[config.mk]
export PLATFORM = sky130hd
export DESIGN_NAME = netlist_stim_seq_flat
export DESIGN_NICKNAME = d
export VERILOG_FILES = /design/src/rtl/netlist_stim_seq_if.sv /design/src/rtl/netlist_stim_seq.sv /design/src/flat_wrapper.sv
export SDC_FILE = /design/constraint.sdc
export NUM_CORES = 1
export LEC_CHECK = 0
export CAP_MARGIN = 20
export CORE_ASPECT_RATIO = 1.5
export CORE_MARGIN = 5
export CORE_UTILIZATION = 30
export DETAILED_ROUTE_END_ITERATION = 7
export GPL_TIMING_DRIVEN = 0
export PLACE_DENSITY = 0.58
export SYNTH_ARGS = -nofsm -noshare
export SYNTH_HDL_FRONTEND = slang
export SYNTH_SLANG_ARGS = --single-unit
[constraint.sdc]
create_clock -name clk -period 3 [get_ports clk]
set_clock_uncertainty 0.15 [all_clocks]
set_input_delay 0.6 -clock clk [delete_from_list [all_inputs] [get_ports clk]]
set_output_delay 0.6 -clock clk [all_outputs]
set_load 0.05 [all_outputs]
[src/rtl/netlist_stim_seq_if.sv]
// netlist_stim_seq_if: stimulus/capture bus between the sweep sequencer and its host.
interface netlist_stim_seq_if #(
    parameter int NUM_INPUTS = 6
);
    logic                  start;
    logic                  y_in;
    logic [NUM_INPUTS-1:0] stim_out;
    logic                  busy;
    logic                  done;
    logic [NUM_INPUTS:0]   ones_count;
    logic [15:0]           resp_sig;
    logic [NUM_INPUTS:0]   mismatch_cnt;
    logic [NUM_INPUTS-1:0] first_fail;
    logic                  first_fail_vld;
    modport master (
        output start, y_in,
        input  stim_out, busy, done, ones_count, resp_sig, mismatch_cnt, first_fail, first_fail_vld
    );
    modport slave (
        input  start, y_in,
        output stim_out, busy, done, ones_count, resp_sig, mismatch_cnt, first_fail, first_fail_vld
    );
endinterface

[src/rtl/netlist_stim_seq.sv]
// netlist_stim_seq: exhaustive stimulus sweep of the gate netlist with ones-count and MISR capture.
// Define GOLDEN_CHECK_EN to add the golden-model compare (mismatch_cnt / first_fail).
module netlist_stim_seq #(
    parameter int          NUM_INPUTS    = 6,
    parameter int          SETTLE_CYCLES = 4,
    parameter logic [15:0] SIG_SEED      = 16'hACE1
) (
    input logic               clk,
    input logic               rst_n,
    netlist_stim_seq_if.slave bus
);
    typedef enum logic [1:0] {IDLE, SETTLE, SAMPLE, DONE} state_t;
    localparam logic [NUM_INPUTS-1:0] LAST   = '1;
    localparam logic [NUM_INPUTS-1:0] VONE   = 1;
    localparam logic [NUM_INPUTS:0]   CONE   = 1;
    localparam logic [7:0]            RELOAD = 8'(SETTLE_CYCLES - 1);
    state_t                state, state_nxt;
    logic [NUM_INPUTS-1:0] vec;
    logic [7:0]            timer;
    logic [NUM_INPUTS:0]   ones;
    logic [15:0]           sig;
    logic                  fb;
    logic                  accept;
    assign accept = state == IDLE && bus.start;
    assign fb     = sig[15] ^ sig[13] ^ sig[12] ^ sig[10];
    always_ff @(posedge clk or negedge rst_n)
        if (!rst_n) state <= IDLE;
        else        state <= state_nxt;
    always_comb begin
        state_nxt = state == IDLE   ? (bus.start ? SETTLE : IDLE) :
                    state == SETTLE ? (timer == '0 ? SAMPLE : SETTLE) :
                    state == SAMPLE ? (vec == LAST ? DONE : SETTLE) : IDLE;
    end
    always_ff @(posedge clk or negedge rst_n) begin
        if (!rst_n) begin
            vec   <= '0;
            timer <= '0;
            ones  <= '0;
            sig   <= SIG_SEED;
        end else begin
            if (accept) begin
                vec   <= '0;
                timer <= RELOAD;
                ones  <= '0;
                sig   <= SIG_SEED;
            end
            if (state == SETTLE && timer != '0) timer <= timer - 8'd1;
            if (state == SAMPLE) begin
                ones <= ones + (bus.y_in ? CONE : '0);
                sig  <= {sig[14:0], fb} ^ {15'b0, bus.y_in};
                if (vec != LAST) begin
                    vec   <= vec + VONE;
                    timer <= RELOAD;
                end
            end
        end
    end
    // vec keeps the last vector through DONE; IDLE forces the bus back to zero
    assign bus.stim_out   = state == IDLE ? '0 : vec;
    assign bus.busy       = state != IDLE;
    assign bus.done       = state == DONE;
    assign bus.ones_count = ones;
    assign bus.resp_sig   = sig;
`ifdef GOLDEN_CHECK_EN
    if (NUM_INPUTS != 6) begin : g_width_check
        $error("netlist_stim_seq: golden model requires NUM_INPUTS == 6");
    end
    logic                  t1, t2, t3, gold;
    logic [NUM_INPUTS:0]   mm;
    logic [NUM_INPUTS-1:0] ff;
    logic                  ffv;
    assign t1   = ~(vec[5] & vec[4]);
    assign t2   = vec[3] & ~vec[4] & vec[2];
    assign t3   = ~(vec[1] | vec[0]);
    assign gold = ~(t1 & t2 & t3);
    always_ff @(posedge clk or negedge rst_n) begin
        if (!rst_n) begin
            mm  <= '0;
            ff  <= '0;
            ffv <= 1'b0;
        end else if (accept) begin
            mm  <= '0;
            ffv <= 1'b0;
        end else if (state == SAMPLE && bus.y_in != gold) begin
            mm <= mm + CONE;
            if (!ffv) begin
                ff  <= vec;
                ffv <= 1'b1;
            end
        end
    end
    assign bus.mismatch_cnt   = mm;
    assign bus.first_fail     = ff;
    assign bus.first_fail_vld = ffv;
`else
    assign bus.mismatch_cnt   = '0;
    assign bus.first_fail     = '0;
    assign bus.first_fail_vld = 1'b0;
`endif
endmodule

[src/flat_wrapper.sv]
// flat-port wrapper written by rule: the top's interface ports become plain ports
module netlist_stim_seq_flat 
#(
    parameter int          NUM_INPUTS    = 6,
    parameter int          SETTLE_CYCLES = 4,
    parameter logic [15:0] SIG_SEED      = 16'hACE1
)
  (clk, rst_n, bus_start, bus_y_in, bus_stim_out, bus_busy, bus_done, bus_ones_count, bus_resp_sig, bus_mismatch_cnt, bus_first_fail, bus_first_fail_vld);
  netlist_stim_seq_if #(.NUM_INPUTS(NUM_INPUTS)) bus_i ();
  input logic clk;
  input logic rst_n;
  input wire logic [$bits(bus_i.start)-1:0] bus_start;
  input wire logic [$bits(bus_i.y_in)-1:0] bus_y_in;
  output wire logic [$bits(bus_i.stim_out)-1:0] bus_stim_out;
  output wire logic [$bits(bus_i.busy)-1:0] bus_busy;
  output wire logic [$bits(bus_i.done)-1:0] bus_done;
  output wire logic [$bits(bus_i.ones_count)-1:0] bus_ones_count;
  output wire logic [$bits(bus_i.resp_sig)-1:0] bus_resp_sig;
  output wire logic [$bits(bus_i.mismatch_cnt)-1:0] bus_mismatch_cnt;
  output wire logic [$bits(bus_i.first_fail)-1:0] bus_first_fail;
  output wire logic [$bits(bus_i.first_fail_vld)-1:0] bus_first_fail_vld;
  assign bus_i.start = bus_start;
  assign bus_i.y_in = bus_y_in;
  assign bus_stim_out = bus_i.stim_out;
  assign bus_busy = bus_i.busy;
  assign bus_done = bus_i.done;
  assign bus_ones_count = bus_i.ones_count;
  assign bus_resp_sig = bus_i.resp_sig;
  assign bus_mismatch_cnt = bus_i.mismatch_cnt;
  assign bus_first_fail = bus_i.first_fail;
  assign bus_first_fail_vld = bus_i.first_fail_vld;
  netlist_stim_seq #(.NUM_INPUTS(NUM_INPUTS), .SETTLE_CYCLES(SETTLE_CYCLES), .SIG_SEED(SIG_SEED)) u_core (.clk(clk), .rst_n(rst_n), .bus(bus_i));
endmodule
==> impl_metrics.tcl <==
set metrics [dict create \
    outcome "finished, final reports clean" \
    finalWirelength_um 4860 \
    cts_resized 0 \
    ir_worst_vdd_uv 483 \
    synthCells 229 \
    first_global_vias 1822 \
    fin_cells 364 \
    crit_path_end_kind "output pin" \
    antenna_found_initial 0 \
    route.detailed.drc 0 \
    setup_viol 0 \
    die_y_um 112 \
    final_layout_size_suffix_gt1_share_pct 14.0 \
    grt_overflow 0 \
    die_area_mm2 0.00873 \
    rows 37 \
    clk_latency_ns 0.29 \
    netlist_area_mm2 0.00208 \
    dpl.hpwl_um 3580 \
    grt_usage_pct 11.8 \
    endpoint "bus_stim_out[4]" \
    place.port_buffers 34 \
    ctsLongestPathBuffers 2 \
    wl_per_cell_um 13.3 \
    grt_pass1_wl_um 8510 \
    rsz0062_at_grt "no" \
    maxSlewViolCount 0 \
    area_growth_syn_to_layout_pct 28.5 \
    clock_sinks 39 \
    p_per_area_mw_per_mm2 833 \
    seq_area_frac_synth_pct 47.4 \
    core_mm2 0.00681 \
    route.vias.total 1704 \
    synth.area.top_cells "dfrtp_1 37%, dfstp_2 10%, nand2_1 8.1%, buf_4 5.4%, nand3_1 4.6%" \
    timing_hold_violations_final 0 \
    crit_arrival_ns 2.05 \
    yosysTopAreaCell "dfrtp_1" \
    cts_tree "done" \
    tns_ns 0 \
    initial_core_util_pct 30.6 \
    n_antenna_cell 0 \
    synth_edf_count 0 \
    cts_post_setup_buffers_inserted 0 \
    max_freq_ghz 0.357 \
    antenna_left 0 \
    rr_startpoint "u_core.vec[0]" \
    critPathRequiredTime_ns 2.25 \
    ioPinCount 49 \
    cts.htree.levels 2 \
    hold_path_class "reg2reg" \
    synth_top_area_share_pct 37.3 \
    finalCritPeriodShare_pct 93.4 \
    worstSetupPathType "reg2out" \
    r2r_slack_ns 0.97 \
    cts-root-buf "clkbuf_8" \
    cp_max_fo 9 \
    fp.dieW_um 78.0 \
    drtPass1Iterations 4 \
    synth-async-reset-ratio_pct 100 \
    synthFlopType "dfrtp_1" \
    gp_congestion 0.769 \
    ff2ff_path_depth 6 \
    total_leakage_power_nw 1.24 \
    slew_headroom_pct 59.4 \
    final_nets 293 \
    tightest_slew_ns 0.606 \
    avgSynthCellArea_um2 9.08 \
    period_minus_slack_ns 2.80 \
    avgViaCountPerCell 4.68 \
    final_cell_mix "45 x nand2_1, 33 x clkdlybuf4s50_1, 31 x dfrtp_1" \
    cap_viol_max_count 0 \
    final_common_cell "nand2_1" \
    cts_buffers 5 \
    yosys_register_bits 39 \
    yosysWarningCount 0 \
    dp.cells 355 \
    start_kind "flip-flop" \
    synthDistinctLibCells 47 \
    r2r-end "u_core.vec[3]" \
    grt_max_degree 39 \
    first_iter_violations 31 \
    cts.clk_slew.worst_paths_ns 0.07 \
    crit_path_start "u_core.state[0]" \
]
[Yosys cell counts, types with 5 or more instances]
cell type   n
dfrtp_1    31
clkbuf_1   10
dfstp_2     8
o21ai_0     9
nor2b_1     9
a21oi_1     7
nand3_1    19
nor2_1     11
o21ai_1     6
nand4_1     5
nand2_1    45
buf_4      15
inv_1       5
[layout make-up]
| type | count | area, µm² |
|---|---|---|
| repair buffers | 36 | 365 |
| multi-input cells | 171 | 957 |
| well taps | 78 | 97.6 |
| clock buffers | 7 | 76.3 |
| fillers | 683 | 4130 |
| flip-flops and latches | 39 | 986 |
| clock inverters | 1 | 5.00 |
| inverters | 5 | 18.8 |
| plain buffers | 27 | 166 |
[power by group]
group	switching [mW]	internal, mW	total [mW]
sequential	0.132	0.682	0.814
clock	0.182	0.163	0.345
combinational	0.677	0.390	1.07
total	0.991	1.24	2.23
[critical path, stage by stage, from the launching register on]
cell,delay [ns]
dfrtp_1,0.36
buf_4,0.15
nor2_1,0.43
nor2b_1,0.10
clkdlybuf4s50_1,0.72
[registers in the layout, summed over array words and instances (netlist names)]
register and flops:
u_core.bus.resp_sig 16, u_core.vec 6, u_core.bus.ones_count 7, u_core.state 2, u_core.timer 8
[kinds of logic (layout without fill, tap and decap cells)]
kind of cell	after synthesis	count (layout)	synth area share [%]
other	1	14	0.180
AND/OR/NAND/NOR	109	109	26.6
buffers and inverters	32	76	8.91
AO/OA/AOI/OAI	37	37	11.4
flip-flops	39	39	47.4
adder cells (fa/ha/maj)	4	4	2.41
multiplexers	2	2	1.02
XOR/XNOR	5	5	2.11
[what timing repair did]
action | CTS | global route
endpoints found under the setup margin | 0 | 0
hold endpoints to repair | 1 | 0
hold buffers | 1 | 0
[how the worst min path moves through the flow]
stage | slack, ns | to | cells past startpoint | start
after floorplan | 0.15 | u_core.bus.ones_count[0] | 0 | rst_n
after global placement | 0.32 | u_core.bus.ones_count[6] | 1 | u_core.bus.ones_count[6]
after detailed placement | 0.25 | u_core.bus.resp_sig[4] | 1 | rst_n
after CTS | 0.34 | u_core.bus.ones_count[6] | 1 | u_core.bus.ones_count[6]
after global routing | 0.36 | u_core.bus.ones_count[6] | 1 | u_core.bus.ones_count[6]
final | 0.34 | u_core.bus.ones_count[6] | 1 | u_core.bus.ones_count[6]
[metrics by stage]
stage                     power [mW]  worst slack, ns  instance area (µm²)  hold WS (ns)  utilization [%]
after CTS                       2.26            0.127                 2670         0.339             39.3
final                           2.23            0.199                 2670         0.338             39.3
after floorplan                 1.59            0.965                 2130         0.154                -
after detailed placement        1.90            0.447                 2580         0.250             37.9
after global placement          1.88            0.135                 2570         0.322             37.7
after global routing            2.40           0.0266                 2670         0.359             39.3
[layer usage]
metal | vias up | GRT usage, % | wire (µm)
met5 | - | 0 | 0
met4 | 0 | 3.95 | 72
met3 | 6 | 2.27 | 176
met2 | 32 | 21.0 | 2510
met1 | 804 | 13.9 | 2100
li1 | 862 | - | -
(Power assumes the default switching activity.)
